**src/rtl/parcheck_pkg.sv**
```systemverilog
// Shared types and default sizes for the parity-check scheduler.
package parcheck_pkg;
  localparam int unsigned DEF_WIDTH = 9;
  localparam int unsigned DEF_CNT_W = 8;

  typedef enum logic [1:0] {
    ST_IDLE,
    ST_CHECK,
    ST_RESP
  } state_t;
endpackage

```
**src/rtl/parcheck_sched_parity.sv**
```systemverilog
// Combinational parity of one word: odd = XOR-reduction, even = its inverse.
module parity_unit #(
  parameter int unsigned WIDTH = parcheck_pkg::DEF_WIDTH
) (
  input  logic [WIDTH-1:0] i_word,
  output logic             o_even,
  output logic             o_odd
);
  assign o_odd  = ^i_word;
  assign o_even = ~o_odd;
endmodule

```
**src/rtl/parcheck_sched.sv**
```systemverilog
// Two-requester round-robin parity checker: IDLE -> CHECK -> RESP, one check per 3 cycles,
// with saturating per-requester mismatch counters.
module parcheck_sched
  import parcheck_pkg::*;
#(
  parameter int unsigned WIDTH = DEF_WIDTH,
  parameter int unsigned CNT_W = DEF_CNT_W
) (
  input  logic             clk,
  input  logic             rst,
  input  logic             cfg_odd,
  input  logic             clr_cnt,
  input  logic             req0,
  input  logic             req1,
  input  logic [WIDTH-1:0] data0,
  input  logic [WIDTH-1:0] data1,
  output logic             gnt0,
  output logic             gnt1,
  output logic             res_valid,
  output logic             res_id,
  output logic             res_even,
  output logic             res_odd,
  output logic             res_ok,
  output logic [CNT_W-1:0] err_cnt0,
  output logic [CNT_W-1:0] err_cnt1
);
  state_t           r_state, w_next;
  logic             w_start, w_win;
  logic             r_prio, r_id, r_cfg;
  logic [WIDTH-1:0] r_word;
  logic             w_even, w_odd;
  logic             r_res_id, r_res_even, r_res_odd, r_res_ok;
  logic [CNT_W-1:0] r_cnt0, r_cnt1;

  parity_unit #(.WIDTH(WIDTH)) u_parity (
    .i_word (r_word),
    .o_even (w_even),
    .o_odd  (w_odd)
  );

  always_comb begin
    w_next  = r_state;
    w_start = 1'b0;
    w_win   = 1'b0;
    case (r_state)
      ST_IDLE: begin
        if (req0 || req1) begin
          w_start = 1'b1;
          w_next  = ST_CHECK;
          // r_prio names the requester that wins a tie
          w_win   = (req0 && req1) ? r_prio : req1;
        end
      end
      ST_CHECK: w_next = ST_RESP;
      ST_RESP:  w_next = ST_IDLE;
      default:  w_next = ST_IDLE;
    endcase
  end

  always_ff @(posedge clk) begin
    if (rst) r_state <= ST_IDLE;
    else     r_state <= w_next;
  end

  always_ff @(posedge clk) begin
    if (rst) begin
      r_prio     <= 1'b0;
      r_id       <= 1'b0;
      r_cfg      <= 1'b0;
      r_word     <= '0;
      r_res_id   <= 1'b0;
      r_res_even <= 1'b0;
      r_res_odd  <= 1'b0;
      r_res_ok   <= 1'b0;
    end else begin
      if (w_start) begin
        r_word <= w_win ? data1 : data0;
        r_cfg  <= cfg_odd;
        r_id   <= w_win;
        r_prio <= ~w_win;
      end
      if (r_state == ST_CHECK) begin
        r_res_id   <= r_id;
        r_res_even <= w_even;
        r_res_odd  <= w_odd;
        r_res_ok   <= (w_odd == r_cfg);
      end
    end
  end

  always_ff @(posedge clk) begin
    if (rst || clr_cnt) begin
      r_cnt0 <= '0;
      r_cnt1 <= '0;
    end else if (r_state == ST_RESP && !r_res_ok) begin
      if (!r_res_id && r_cnt0 != '1) r_cnt0 <= r_cnt0 + CNT_W'(1);
      if ( r_res_id && r_cnt1 != '1) r_cnt1 <= r_cnt1 + CNT_W'(1);
    end
  end

  assign gnt0      = (r_state == ST_CHECK) && !r_id;
  assign gnt1      = (r_state == ST_CHECK) &&  r_id;
  assign res_valid = (r_state == ST_RESP);
  assign res_id    = r_res_id;
  assign res_even  = r_res_even;
  assign res_odd   = r_res_odd;
  assign res_ok    = r_res_ok;
  assign err_cnt0  = r_cnt0;
  assign err_cnt1  = r_cnt1;
endmodule

```
**config.mk**
```make
export PLATFORM = sky130hd
export DESIGN_NAME = parcheck_sched
export DESIGN_NICKNAME = d
export VERILOG_FILES = /design/src/rtl/parcheck_pkg.sv /design/src/rtl/parcheck_sched_parity.sv /design/src/rtl/parcheck_sched.sv
export SDC_FILE = /design/constraint.sdc
export NUM_CORES = 1
export LEC_CHECK = 0
export ABC_AREA = 1
export CORE_MARGIN = 1.5
export CORE_UTILIZATION = 44
export DETAILED_ROUTE_END_ITERATION = 16
export PLACE_DENSITY_LB_ADDON = 0.2
export SETUP_SLACK_MARGIN = 0.15
export SLEW_MARGIN = 20
export SYNTH_ARGS = -nofsm -noshare
export SYNTH_HDL_FRONTEND = slang
export SYNTH_HIERARCHICAL = 1
export SYNTH_SLANG_ARGS = --single-unit
export TNS_END_PERCENT = 30
```
**constraint.sdc**
```tcl
create_clock -name clk -period 1.18 [get_ports clk]
set_input_delay 0.236 -clock clk [delete_from_list [all_inputs] [get_ports clk]]
set_output_delay 0.236 -clock clk [all_outputs]
set_load 0.03 [all_outputs]
```
==> impl_metrics.ini <==
[run_status]
status = finished, violations left
violations = setup timing

[drt]
wirelength_um = 5735
num_vias = 2208
ant_nets = 0
wl_per_cell_um = 13.21
drt_iter0_markers = 158
via_per_inst = 5.088
route.detailed.drc = 0
first_pass_iters = 4

[flow_run]
max-cap-violations = 0

[power]
power_density_nw_per_um2 = 964.3
total_power_mw = 3.100
ir_drop_uv = 537.4
power.leakage_nw = 1.407

[floorplan]
rows = 23
initial_utilization = 0.4663
die_w_um = 68.81
ioPinCount = 47
fp.dieH_um = 68.81
fp.coreArea_um2 = 4086
die_area_um2 = 4735

[logic_synthesis]
syn-cell-area_um2 = 1906
synth_cells = 294
ys_types = 27
yosysTopAreaCellShare = 0.3572
synth_area_leaders = dfxtp_1, nand2_1, nand3_1
ys_seq_area_frac = 0.3572
yosys.area.top_type = dfxtp_1
avgSynthCellArea_um2 = 6.482
synth_seq_cells = 34
synth-warning-count = 6
syn_nets = 320

[setup_path]
end_kind = output port
cpMostUsedCell = nor2_4
reg2reg_from = r_word[0]$_SDFFE_PP0P_
crit_arrival_ps = 1110
worst_path_max_delay_cell = dfxtp_4
reg2regPathDepth = 11
r2r-end = res_ok$_SDFFE_PP0N_
required_ps = 940
max_stage_delay_ps = 370
critPathLaunchType = flip-flop
crit_fanout = 4
r2r_slack_ps = -160
path_cells = nor2_4, inv_4, nor2_4, buf_6
crit_type = flip-flop to output port

[grt]
grtUsageTotal = 0.2405
grt_pass1_vias = 1992
grt_pass1_wl_um = 8418
overflow = 0
grt_max_degree = 11
antenna_found_initial = 0

[sta]
skew_ps = 8.802
setup_slack_ps = -162.0
finalSetupViolations = 31
worst_pin_slew_ps = 289.6
fmax_mhz = 745.2
max_slew_margin = 0.8063
period_share = 1.137
setup_tns_ps = -2119
rsz0062_at_grt = yes
final_hold_viol_count = 0
hold_slack_ps = 470.5
finalCriticalPeriod_ps = 1342
slew_violations = 0

[clock_network]
cts_buffer_depth = 2
numCtsBuffers = 5
cts-root-buf = clkbuf_8
clock-sinks = 34
htreeDepth = 2
cts_tree = built
clk_pin_slew_worst_paths_ps = 70
clk_latency_ps = 290
ctsHoldBuffers = 0

[worst_hold_path]
whs_path_depth = 4
hold_path.class = input pin to flip-flop
worstHoldStart = req0
hold_end = r_state[0]$_SDFFE_PP0P_

[layout]
n_fill_cell = 298
layout_common_cells = nand2_1, buf_6, nand3_1
drive_gt1_frac = 0.4635
utilization = 0.7866
area_delta_synth_final_pct = 68.68
layout_commonest_cell = nand2_1
antenna_cells = 0
finalNonFillerCells = 434
final_nets = 409

[placement]
place_hpwl_um = 3519
dp_cells = 410
gp_congestion = 0.7721
portBuffers = 46
==> state kept, by name (all words and copies together), names as in the netlist <==
register and cells:
err_cnt0 8, r_id 1, res_odd 1, r_prio 1, r_cfg 1, r_state 2, err_cnt1 8, r_word 9
res_ok 1, res_id 1, res_even 1
==> cells by family (layout without fill, tap and decap cells) <==
logic type      Yosys count  after routing  share of synthesized area
compound gates           22             22                    0.06894
xor+xnor                  5              5                    0.02298
fa+ha+maj                 2              2                    0.01313
buf+inv                  48            138                     0.1018
flops                    34             34                     0.3572
simple gates            183            183                     0.4360
==> Yosys cell counts (all sizes together) <==
| library cell | instances |
|---|---|
| nor2 | 36 |
| ha | 2 |
| clkbuf | 1 |
| o21ai | 8 |
| a211oi | 1 |
| xor2 | 5 |
| nand4 | 6 |
| a21oi | 13 |
| nand2 | 100 |
| dfxtp | 34 |
| nand3b | 2 |
| clkinv | 1 |
| nand3 | 39 |
| buf | 4 |
| inv | 42 |
==> layout make-up <==
class | instances | area, µm² | area share
clock buffer | 8 | 110.1 | 0.03425
inverter | 43 | 170.2 | 0.05294
multi-input combinational | 212 | 1249 | 0.3885
sequential | 34 | 747.0 | 0.2324
tap | 50 | 62.56 | 0.01946
timing repair buffer | 85 | 863.3 | 0.2686
timing repair inverter | 2 | 12.51 | 0.003893
==> power breakdown <==
part	internal (mW)	leakage (nW)	switching, mW	total [mW]
logic	0.380	1.06	0.434	0.814
registers	1.19	0.293	0.0626	1.25
clock network	0.590	0.0575	0.441	1.03
total	2.16	1.41	0.938	3.10
==> what timing repair did <==
action / 4_1_cts / 5_1_grt
buffers inserted: 10 / 3
endpoints found under the setup margin: 54 / 56
pin swaps: 15 / 28
cloned: 3 / 0
gates resized for setup: 67 / 46
==> per-layer routing <==
metal | wire length [µm] | vias up | GRT usage
met5 | 0 | - | 0
met4 | 170 | 0 | 0.08088
met3 | 288 | 18 | 0.06494
met2 | 3024 | 80 | 0.4639
met1 | 2251 | 1011 | 0.2470
li1 | - | 1099 | -
==> critical path: cells and delay by family (launching register included) <==
kind | cells | cell delay, ps
flops | 1 | 370
simple gates | 2 | 240
buf+inv | 2 | 200
==> metrics by stage <==
stage               setup slack (ps)  cell area, µm²
floorplan                     -49.88            1987
global placement              -295.1            2620
detailed placement            -339.0            2620
CTS                           -185.5            3033
global route                  -254.9            3214
finish                        -162.0            3214
==> how the worst max path moves through the flow <==
stage,start,end,slack [ps]
final,r_state[1]$_SDFFE_PP0P_,gnt0,-160
after detailed placement,req0,r_word[6]$_SDFFE_PP0P_,-340
after CTS,r_state[0]$_SDFFE_PP0P_,gnt0,-190
after global placement,req0,r_word[4]$_SDFFE_PP0P_,-300
after floorplan,err_cnt1[1]$_SDFFE_PP0P_,err_cnt1[7]$_SDFFE_PP0P_,-50
after global routing,r_word[0]$_SDFFE_PP0P_,res_ok$_SDFFE_PP0N_,-250
Note: power is estimated with default switching activity, not from simulation.
